`config.mk`:
```
export PLATFORM = sky130hd
export DESIGN_NAME = cache_miss_handler
export DESIGN_NICKNAME = d
export VERILOG_FILES = /design/src/rtl/cache_miss_handler.sv
export SDC_FILE = /design/constraint.sdc
export NUM_CORES = 1
export LEC_CHECK = 0
export ABC_AREA = 1
export CORE_AREA = 2 2 114 116
export CTS_CLUSTER_DIAMETER = 30
export DETAILED_ROUTE_END_ITERATION = 6
export DIE_AREA = 0 0 116 118
export PLACE_DENSITY = 0.7
export SLEW_MARGIN = 20
export SYNTH_ARGS = -nofsm -noshare
export SYNTH_HDL_FRONTEND = slang
export SYNTH_SLANG_ARGS = --single-unit
```
`constraint.sdc`:
```
create_clock -name clk -period 1.6 [get_ports clk]
set_clock_uncertainty 0.2 [all_clocks]
set_input_delay 0.24 -clock clk [delete_from_list [all_inputs] [get_ports clk]]
set_output_delay 0.24 -clock clk [all_outputs]
set_load 0.005 [all_outputs]
```
`src/rtl/cache_miss_handler.sv`:
```
// Refill FSM for the set-associative L1: victim writeback, line fetch, word streaming, tag write, replacement update.
// MISS_WB_EN selects write-back mode (dirty victims go through WB); undefined gives a write-through build.
module cache_miss_handler #(
    parameter int SET_ASSOC  = 4,
    parameter int LINE_WORDS = 8,
    parameter int SET_BITS   = 7,
    parameter int ADDR_WIDTH = 32,
    localparam int OFFSET_BITS = $clog2(LINE_WORDS) + 2,
    localparam int TAG_WIDTH   = ADDR_WIDTH - SET_BITS - OFFSET_BITS,
    localparam int WAY_BITS    = $clog2(SET_ASSOC),
    localparam int WORD_BITS   = $clog2(LINE_WORDS)
) (
    input  logic                           clk,
    input  logic                           rst_n,
    input  logic                           miss_req,
    input  logic [ADDR_WIDTH-1:0]          miss_addr,
    output logic                           miss_ready,
    input  logic [WAY_BITS-1:0]            repl_index,
    input  logic [SET_ASSOC-1:0]           dirty_mask,
    input  logic [SET_ASSOC*TAG_WIDTH-1:0] tag_flat,
    output logic                           wb_req,
    output logic [WAY_BITS-1:0]            wb_way,
    output logic [ADDR_WIDTH-1:0]          wb_addr,
    input  logic                           wb_ready,
    output logic                           mem_req,
    output logic [ADDR_WIDTH-1:0]          mem_addr,
    input  logic                           mem_ack,
    input  logic                           mem_rvalid,
    input  logic [31:0]                    mem_rdata,
    output logic                           line_we,
    output logic [WAY_BITS-1:0]            line_way,
    output logic [SET_BITS-1:0]            line_set,
    output logic [WORD_BITS-1:0]           line_word,
    output logic [31:0]                    line_wdata,
    output logic                           tag_we,
    output logic [TAG_WIDTH-1:0]           tag_wdata,
    output logic [SET_ASSOC-1:0]           repl_access,
    output logic                           repl_update,
    output logic                           done
);

    localparam logic [2:0] S_IDLE   = 3'd0;
    localparam logic [2:0] S_WB     = 3'd1;
    localparam logic [2:0] S_REQ    = 3'd2;
    localparam logic [2:0] S_FILL   = 3'd3;
    localparam logic [2:0] S_COMMIT = 3'd4;

    logic [2:0]            state;
    logic [ADDR_WIDTH-1:0] line_addr;
    logic [WAY_BITS-1:0]   victim;
    logic [WORD_BITS-1:0]  word_cnt;
    logic                  beat_vld;
    logic [WORD_BITS-1:0]  beat_word;
    logic [31:0]           beat_data;
    logic                  commit;
    logic [SET_BITS-1:0]   cur_set;

`ifdef MISS_WB_EN
    logic [TAG_WIDTH-1:0]  victim_tag;
    logic                  unused_lo;
    assign unused_lo = ^miss_addr[OFFSET_BITS-1:0];
`else
    logic                  unused_wb;
    assign unused_wb = ^{wb_ready, dirty_mask, tag_flat, miss_addr[OFFSET_BITS-1:0]};
`endif

    always_ff @(posedge clk) begin
        if (!rst_n) begin
            state     <= S_IDLE;
            line_addr <= '0;
            victim    <= '0;
            word_cnt  <= '0;
            beat_vld  <= 1'b0;
            beat_word <= '0;
            beat_data <= '0;
`ifdef MISS_WB_EN
            victim_tag <= '0;
`endif
        end else begin
            beat_vld <= 1'b0;
            case (state)
                S_IDLE: begin
                    if (miss_req) begin
                        line_addr <= {miss_addr[ADDR_WIDTH-1:OFFSET_BITS], {OFFSET_BITS{1'b0}}};
                        victim    <= repl_index;
`ifdef MISS_WB_EN
                        victim_tag <= tag_flat[int'(repl_index)*TAG_WIDTH +: TAG_WIDTH];
                        state      <= dirty_mask[repl_index] ? S_WB : S_REQ;
`else
                        state      <= S_REQ;
`endif
                    end
                end
                S_WB: begin
                    if (wb_ready) begin
                        state <= S_REQ;
                    end
                end
                S_REQ: begin
                    if (mem_ack) begin
                        word_cnt <= '0;
                        state    <= S_FILL;
                    end
                end
                S_FILL: begin
                    // Beats are registered so the data array write lands one cycle after the beat.
                    if (mem_rvalid) begin
                        beat_vld  <= 1'b1;
                        beat_word <= word_cnt;
                        beat_data <= mem_rdata;
                        word_cnt  <= word_cnt + 1'b1;
                        if (word_cnt == WORD_BITS'(LINE_WORDS - 1)) begin
                            state <= S_COMMIT;
                        end
                    end
                end
                S_COMMIT: begin
                    state <= S_IDLE;
                end
                default: begin
                    state <= S_IDLE;
                end
            endcase
        end
    end

    assign cur_set    = line_addr[OFFSET_BITS +: SET_BITS];
    assign commit     = (state == S_COMMIT);

    assign miss_ready = (state == S_IDLE);

`ifdef MISS_WB_EN
    assign wb_req     = (state == S_WB);
    assign wb_way     = victim;
    assign wb_addr    = {victim_tag, cur_set, {OFFSET_BITS{1'b0}}};
`else
    assign wb_req     = 1'b0;
    assign wb_way     = '0;
    assign wb_addr    = '0;
`endif

    assign mem_req    = (state == S_REQ);
    assign mem_addr   = line_addr;

    assign line_we    = beat_vld;
    assign line_way   = victim;
    assign line_set   = cur_set;
    assign line_word  = beat_word;
    assign line_wdata = beat_data;

    // The final word write and the commit share a cycle; the tag is the fill's own tag field.
    assign tag_we      = commit;
    assign tag_wdata   = line_addr[ADDR_WIDTH-1 -: TAG_WIDTH];
    assign repl_update = commit;
    assign repl_access = commit ? (SET_ASSOC'(1) << victim) : '0;
    assign done        = commit;

endmodule
```
==> flow_summary.yaml <==
synthesis:
  synthesis.area_per_instance_um2: 7.67
  synth.distinct_cells: 18
  netlist_instances: 416
  ys_ff_latch: 71
  synth_warnings: 0
  yosysSeqAreaShare_pct: 44.5
  mappedNetlistArea_um2: 3190
finish:
  final_common_cell: "sky130_fd_sc_hd__dlygate4sd2_1"
  final_cell_area_um2: 5890
  final_core_util_pct: 47.5
  layout_common_cells: "sky130_fd_sc_hd__dlygate4sd2_1, sky130_fd_sc_hd__nand2_1, sky130_fd_sc_hd__clkdlybuf4s50_1, sky130_fd_sc_hd__dfxtp_1, sky130_fd_sc_hd__a21oi_2"
  layout-area-overhead-vs-synth_pct: 84.7
  drive_gt1_share_pct: 32.4
  layout.nets: 749
timing:
  hold-worst-slack_ns: 0.257
  min_period_over_period_pct: 109
  layout_min_cycle_time_ns: 1.74
  setup-tns-final_ns: -1.52
  finalMaxSlewViolations: 0
  timing.fmax_mhz: 574
  finalHoldViolCount: 0
  setup_violations: 34
  postLayoutSetupSlackWorst_ns: -0.142
  grt_setup_unrepaired: "yes"
global_routing:
  grt_antenna_before_repair: 0
  grt_overflow: 0
  number_of_global_route_vias_before_repair: 3031
  grt_usage_pct: 13.7
  grt_pass1_wl_um: 14700
  grt_start_max_net_pins: 37
floorplan:
  die_y_um: 118
  die_area_um2: 13700
  initial_core_util_pct: 25.7
  core_region_area_um2: 12400
  die-width_um: 116
  io_pins: 297
  num_rows: 41
clock_tree:
  clockBufferDepth: 2
  clock_tree.htree_level_count: 3
  clk-insertion-delay-late_ns: 0.33
  tritoncts.num_buffers: 9
  cts.sinks: 71
  cts_tree: "built"
  path_clk_slew_ns: 0.05
  root_buffer: "sky130_fd_sc_hd__clkbuf_16"
  cts_hold_repair.buffers: 0
placed_design:
  place.port_buffers: 167
  dpl.hpwl_um: 6930
  gp_congestion: 0.781
  detailed_place.area_um2: 4860
drt:
  detail_route.drc_violations: 0
  first_pass_drt_iterations: 4
  vias: 3279
  detail_route.iter0.violations: 86
  drt-wirelength-per-cell_um: 14.2
  routed_wirelength_um: 10900
  routed_via_density: 4.27
  route.antenna.remaining_nets: 0
critical_path:
  timing_worst_setup_path_type: "flip-flop to output pin"
  arrival_ns: 1.30
  startpoint_type: "flip-flop"
  cp_data_required_time_ns: 1.16
  crit_path_max_fanout: 3
  end_kind: "output pin"
power:
  internal-power_mw: 4.20
  p_clk_share_pct: 29.4
  power.leakage_nw: 2.75
  power_frac_comb_pct: 35.9
  power_frac_seq_pct: 34.7
  vdd_drop_max_mv: 0.600
  power.switching_fraction_pct: 30.7
  total_power_mw: 6.06
  power_switching_mw: 1.86
  power.density_cell_area_nw_per_um2: 1030
job:
  max-cap-violations: 0
hold_path:
  worst_min_delay_path_class: "primary input to flip-flop"
status:
  failed_checks: "setup timing"
  run_status: "finished, violations left"
==> path summary, 6_finish.rpt <==
check                 from              to  slack (ns)  cells after the start
min          mem_rdata[26]  line_wdata[26]        0.26                      3
max               state[2]          tag_we       -0.14                      6
max reg2reg       state[0]    mem_addr[12]       -0.07                      8
min reg2reg  line_wdata[1]   line_wdata[1]        0.26                      2
==> stage by stage <==
step | std cells | worst slack (ns)
after floorplan | 455 | 0.0190
after global placement | 730 | -0.271
after detailed placement | 730 | -0.291
after CTS | 755 | -0.194
after global routing | 767 | -0.243
final | 768 | -0.142
==> layer usage <==
layer  track usage, %  wire length, um  vias up  share of wire [%]
met5                0                0        -                  0
met1             13.9             4030     1509                 37
li1                 -                -     1591                  -
met2             23.6             5610      157                 51
met3             5.46              981       22                9.0
met4             7.59              321        0                2.9
==> kinds of logic (layout without fill, tap and decap cells) <==
group                      count (synthesis)  count (layout)  synth area share (%)
DFF                                       71              71                  44.5
AOI/OAI and AO/OA                         72              72                  11.3
and+or+nand+nor                          164             164                  21.6
buffers and inverters                    106             246                  21.7
adders and majority gates                  2               2                 0.784
other                                      1              41                 0.118
==> flip-flops by register name (all words and copies together) (netlist names) <==
| signal | count |
|---|---|
| line_word | 3 |
| state | 3 |
| line_way | 2 |
| mem_addr | 27 |
| line_wdata | 32 |
| line_we | 1 |
| word_cnt | 3 |
==> Yosys cell counts <==
cell	number	area share [%]
sky130_fd_sc_hd__a21oi_1	66	10
sky130_fd_sc_hd__buf_2	4	0.63
sky130_fd_sc_hd__buf_4	75	18
sky130_fd_sc_hd__buf_6	1	0.35
sky130_fd_sc_hd__clkbuf_1	12	1.4
sky130_fd_sc_hd__conb_1	1	0.12
sky130_fd_sc_hd__dfxtp_1	71	45
sky130_fd_sc_hd__ha_1	2	0.78
sky130_fd_sc_hd__inv_1	14	1.6
sky130_fd_sc_hd__nand2_1	110	13
sky130_fd_sc_hd__nand2_2	2	0.39
sky130_fd_sc_hd__nand3_1	31	4.9
sky130_fd_sc_hd__nand4_1	1	0.20
sky130_fd_sc_hd__nor2_1	10	1.2
sky130_fd_sc_hd__nor2_4	2	0.71
sky130_fd_sc_hd__nor3_1	7	1.1
sky130_fd_sc_hd__o21ai_0	6	0.94
sky130_fd_sc_hd__or2_0	1	0.20
==> area by class of cell <==
class	instances	area (um^2)
antenna	1	2.50
sequential	71	1450
clock inverter	1	5.00
multi-input combinational	278	1720
timing repair buffer	217	2190
clock buffer	14	254
fill	1203	6520
tap	172	215
inverter	14	55.1
==> power groups by stage <==
| stage | combinational, mW | clock, mW | sequential [mW] |
|---|---|---|---|
| detailed placement | 1.49 | 0 | 2.08 |
| CTS | 1.60 | 1.84 | 2.05 |
| global route | 2.33 | 1.93 | 2.12 |
| global placement | 1.47 | 0 | 2.07 |
| finish | 2.17 | 1.78 | 2.10 |
| floorplan | 0.735 | 0 | 2.08 |
==> worst max-delay path, stage by stage, from the launching register on <==
cell	delay, ns
sky130_fd_sc_hd__dfxtp_2	0.33
sky130_fd_sc_hd__inv_2	0.05
sky130_fd_sc_hd__nor3_4	0.18
sky130_fd_sc_hd__buf_4	0.14
sky130_fd_sc_hd__buf_6	0.10
sky130_fd_sc_hd__buf_6	0.09
sky130_fd_sc_hd__buf_6	0.08
==> what timing repair did <==
action / 4_1_cts / 5_1_grt
pin swaps: 2 / 17
cloned: 1 / 8
setup endpoints to repair: 108 / 57
setup buffers: 9 / 5
resized for setup: 173 / 135
Note: power is estimated with default switching activity, not from simulation.
